**src/rtl/tea_pkg.sv**
```systemverilog
// Shared TEA constants, FSM encoding and key-word slice positions.
// Used by both the encryptor and the decryptor.
package tea_pkg;

    localparam logic [31:0] TEA_DELTA  = 32'h9E3779B9;
    localparam int          TEA_ROUNDS = 32;

    typedef enum logic [1:0] {
        ST_IDLE = 2'd0,
        ST_LOAD = 2'd1,
        ST_RUN  = 2'd2,
        ST_DONE = 2'd3
    } tea_state_e;

    // Most-significant bit of each 32-bit key word inside the 128-bit key.
    localparam int K0_MSB = 127;
    localparam int K1_MSB = 95;
    localparam int K2_MSB = 63;
    localparam int K3_MSB = 31;

endpackage

```
**src/rtl/tea_feistel.sv**
```systemverilog
// TEA half-round mixing function: ((v<<4)+ka) ^ (v+sum) ^ ((v>>5)+kb), all mod 2^32.
// Purely combinational.
module tea_feistel (
    input  logic [31:0] v,
    input  logic [31:0] sum,
    input  logic [31:0] ka,
    input  logic [31:0] kb,
    output logic [31:0] f
);

    assign f = ((v << 4) + ka) ^ (v + sum) ^ ((v >> 5) + kb);

endmodule

```
**src/rtl/tea_en_core.sv**
```systemverilog
// Iterative TEA encryptor: one full round per clock.
// Ciphertext is held on data until the next job completes.
//
// state   | meaning
// IDLE    | waiting for ready
// LOAD    | capture plaintext, key and delta; clear sum and round counter
// RUN     | one full TEA round per cycle
// DONE    | done pulse for one cycle, then back to IDLE
module tea_en_core
    import tea_pkg::*;
#(
    parameter int ROUNDS = TEA_ROUNDS,
    parameter int CNT_W  = 6
) (
    input  logic          clk,
    input  logic          rst,
    input  logic [31:0]   d1_y,
    input  logic [31:0]   d2_z,
    input  logic [127:0]  key,
    input  logic [31:0]   delta,
    input  logic          ready,
    output logic          done,
    output logic          work_in_progress,
    output logic [63:0]   data
);

    localparam logic [CNT_W-1:0] LAST_RND = CNT_W'(ROUNDS - 1);

    tea_state_e         state_q, state_d;
    logic [31:0]        y_q, y_d;
    logic [31:0]        z_q, z_d;
    logic [31:0]        sum_q, sum_d;
    logic [31:0]        delta_q, delta_d;
    logic [127:0]       key_q, key_d;
    logic [CNT_W-1:0]   cnt_q, cnt_d;
    logic [63:0]        data_q, data_d;

    logic [31:0]        sum_nxt;
    logic [31:0]        f_y, f_z;
    logic [31:0]        y_nxt, z_nxt;

    assign sum_nxt = sum_q + delta_q;

    tea_feistel u_mix_y (
        .v   (z_q),
        .sum (sum_nxt),
        .ka  (key_q[K0_MSB -: 32]),
        .kb  (key_q[K1_MSB -: 32]),
        .f   (f_y)
    );

    assign y_nxt = y_q + f_y;

    // The z-half consumes the freshly updated y within the same cycle.
    tea_feistel u_mix_z (
        .v   (y_nxt),
        .sum (sum_nxt),
        .ka  (key_q[K2_MSB -: 32]),
        .kb  (key_q[K3_MSB -: 32]),
        .f   (f_z)
    );

    assign z_nxt = z_q + f_z;

    always_comb begin
        state_d = state_q;
        y_d     = y_q;
        z_d     = z_q;
        sum_d   = sum_q;
        delta_d = delta_q;
        key_d   = key_q;
        cnt_d   = cnt_q;
        data_d  = data_q;

        case (state_q)
            ST_IDLE: begin
                if (ready) begin
                    state_d = ST_LOAD;
                end
            end
            ST_LOAD: begin
                y_d     = d1_y;
                z_d     = d2_z;
                key_d   = key;
                delta_d = delta;
                sum_d   = '0;
                cnt_d   = '0;
                state_d = ST_RUN;
            end
            ST_RUN: begin
                y_d   = y_nxt;
                z_d   = z_nxt;
                sum_d = sum_nxt;
                cnt_d = cnt_q + 1'b1;
                if (cnt_q == LAST_RND) begin
                    data_d  = {y_nxt, z_nxt};
                    state_d = ST_DONE;
                end
            end
            ST_DONE: begin
                state_d = ST_IDLE;
            end
            default: begin
                state_d = ST_IDLE;
            end
        endcase
    end

    always_ff @(posedge clk or negedge rst) begin
        if (!rst) begin
            state_q <= ST_IDLE;
            y_q     <= '0;
            z_q     <= '0;
            sum_q   <= '0;
            delta_q <= '0;
            key_q   <= '0;
            cnt_q   <= '0;
            data_q  <= '0;
        end else begin
            state_q <= state_d;
            y_q     <= y_d;
            z_q     <= z_d;
            sum_q   <= sum_d;
            delta_q <= delta_d;
            key_q   <= key_d;
            cnt_q   <= cnt_d;
            data_q  <= data_d;
        end
    end

    assign done             = (state_q == ST_DONE);
    assign work_in_progress = (state_q == ST_LOAD) || (state_q == ST_RUN);
    assign data             = data_q;

endmodule

```
**config.mk**
```make
export PLATFORM = sky130hd
export DESIGN_NAME = tea_en_core
export DESIGN_NICKNAME = d
export VERILOG_FILES = /design/src/rtl/tea_pkg.sv /design/src/rtl/tea_feistel.sv /design/src/rtl/tea_en_core.sv
export SDC_FILE = /design/constraint.sdc
export NUM_CORES = 1
export LEC_CHECK = 0
export CORE_UTILIZATION = 45
export CTS_CLUSTER_DIAMETER = 150
export DETAILED_ROUTE_END_ITERATION = 12
export MAX_ROUTING_LAYER = met4
export PLACE_DENSITY = 0.73
export SYNTH_ARGS = -nofsm -noshare
export SYNTH_HDL_FRONTEND = slang
export SYNTH_SLANG_ARGS = --single-unit
```
**constraint.sdc**
```tcl
create_clock -name clk -period 12.4 [get_ports clk]
set_input_delay 2.48 -clock clk [delete_from_list [all_inputs] [get_ports clk]]
set_output_delay 2.48 -clock clk [all_outputs]
set_load 0.005 [all_outputs]
```
==> run metrics <==
Core Region 57600 um^2; Hold Fails Final Rpt 0; post_cts resized 0; cts hold-fix bufs 0; Die X-Extent about 240 um; Worst path slowest cell xnor2_1; Initial Util 0.455; delay-heaviest family, CP compound AO/OA/AOI/OAI gates; CP most frequent cell a21oi_1; share of cells above drive strength 1 0.118; setup violators final 0; antenna-violating nets left 0; Min-Delay Path Class flip-flop to flip-flop; # DRC 0; clock buffer count from CTS 39; arrival time of the worst setup path 12.04 ns; Routed WL approximately 85000 um; final critical-path share of the clock period 0.933; worst-margin pin slew approximately 1.2 ns; Synth Instances about 2700; Final Max Slew Viols 0; Post-synth top flop dfrtp_1; Seq/Total Area, Yosys 0.313; Setup crit end kind flip-flop; DR pass1 iterations 6; Min Clock Period, post-route 11.57 ns; global-route wire length before repair around 130000 um; asr flop ratio synth 1.00; largest net degree at the start of global routing approximately 110; Post-synth EDFFs 0; Max clock buf depth 3; gp weighted congestion a little over 1; initial antenna violation count 0; yosys warns 0; setup TNS 0 ns; clock latency on the worst-skew pair between 0.5 and 0.6 ns; CP Class flip-flop to flip-flop; H-tree depth 2; nature of the critical path startpoint flip-flop; Clock Skew 0.0182 ns; Req. time, crit path 12.87 ns; #FFs+latches synth roughly 330; Via Count roughly 22000; Worst Path Max Fanout 5; status finished, final reports clean; Tot GR Track Use 0.293; Synth Net Count around 3200; average wire per standard cell around 23 um; fin nets between 3000 and 4000; RSZ-0062 raised after global routing false; Core Rows slightly below 90; DP Wirelength roughly 67000 um; fmax approximately 86 MHz; syn avg cell area 9.84 um^2; mapped cell area around 26000 um^2; Die Y about 240 um; slowest cell delay on critical path roughly 0.72 ns; drt initial violations 2149; DR vias/cell roughly 6; Netlist cell types 92; Root Driver clkbuf_16; Max Cap Viol 0; Layout Area Growth over Synthesis 20.1%; vias in the first global route around 22000; relative slew slack 0.230; Buf+Inv Stages, Crit Path 2; clk sinks around 330; setup bufs post-CTS 0; clk slew on worst S/H paths 0.06 ns; port bufs around 290; Die Area a little under 60000 um^2; IO Count ~290; total gr overflow 0; TritonCTS clock tree yes
stage by stage:
stage / setup slack [ns] / area (um^2) / hold slack (ns) / utilization / cells
2_1_floorplan: 3.13 / 26200 / 0.453 / - / 2663
3_3_place_gp: 1.36 / 30100 / 0.469 / 0.523 / 3690
3_5_place_dp: 1.19 / 30100 / 0.481 / 0.523 / 3690
4_1_cts: 1.09 / 31500 / 0.499 / 0.547 / 3758
5_1_grt: 0.269 / 31500 / 0.526 / 0.547 / 3758
6_report: 0.829 / 31500 / 0.497 / 0.547 / 3759
layout by cell type, fill, tap and decap left out, types with 58 or more instances in the layout:
cell / synthesis / final
inv_1: 72 / 72
clkdlybuf4s50_1: 0 / 291
nor2_1: 172 / 172
a21oi_1: 263 / 263
dfrtp_1: 328 / 328
xnor2_1: 308 / 308
o21ai_0: 103 / 103
xor2_1: 70 / 70
ha_1: 283 / 280
nand2_1: 115 / 114
mux2_2: 214 / 214
mux2i_1: 58 / 58
a21o_1: 117 / 117
state kept, by name (all words and copies together) (netlist names):
| signal | count |
|---|---|
| cnt_q | 6 |
| data | 64 |
| delta_q | 32 |
| key_q | 128 |
| state_q | 2 |
| sum_q | 32 |
| y_q | 32 |
| z_q | 32 |
cells by family after synthesis:
family	Yosys count	share of synthesized area
flip-flops	328	0.313
adder cells (fa/ha/maj)	292	0.142
AND/OR/NAND/NOR	491	0.0893
multiplexers	272	0.114
XOR/XNOR	385	0.132
AO/OA/AOI/OAI	763	0.191
buffers and inverters	132	0.0190
final cells by class:
cell class	instances	area, um^2
Tap cell	765	957
Timing Repair Buffer	320	3140
Multi-Input combinational cell	2203	17500
Fill cell	5005	26100
Inverter	74	278
Clock buffer	51	1130
Sequential cell	328	8210
Antenna cell	1	2.50
Clock inverter	17	210
metal layers:
layer,share of wire,global-route usage,vias to the layer above
met4,0.025,0.0782,0
li1,-,-,10362
met5,0,-,-
met3,0.072,0.0312,116
met1,0.45,0.412,10946
met2,0.45,0.446,908
synth_stat cells, types with 24 or more instances:
cell type / count / area [um^2]
nand2b_1: 27 / 169
nor3_1: 25 / 125
clkbuf_1: 51 / 191
inv_1: 72 / 270
dfrtp_1: 328 / 8210
nand2_1: 115 / 432
xnor2_1: 308 / 2700
a22o_1: 30 / 263
o21a_1: 24 / 180
o21ai_0: 103 / 515
nor2_1: 172 / 646
mux2_2: 214 / 2410
o21bai_1: 27 / 203
nor2b_1: 27 / 169
ha_1: 283 / 3540
a21o_1: 117 / 878
a21oi_1: 263 / 1320
mux2i_1: 58 / 581
xor2_1: 70 / 613
nand3_1: 36 / 180
a211oi_1: 29 / 218
path summary, 6_finish.rpt:
check	start	to	slack [ns]	cells after the start
max	sum_q[0]	data[31]	0.83	48
min	data[38]	data[38]	0.50	2
max reg2reg	sum_q[0]	data[31]	0.83	48
min reg2reg	data[38]	data[38]	0.50	2
max in group asynchronous	rst	cnt_q[2]	8.83	2
min in group asynchronous	rst	key_q[7]	1.99	1
tightest hold or removal path, cell delays in order, from the launching register on:
cell and delay (ns):
dfrtp_1 0.35, nand2_1 0.05, o21ai_0 0.06
Power is left out: the tool's default activity adds up to more than one toggle a clock period on the data nets, which glitch-free logic cannot reach.
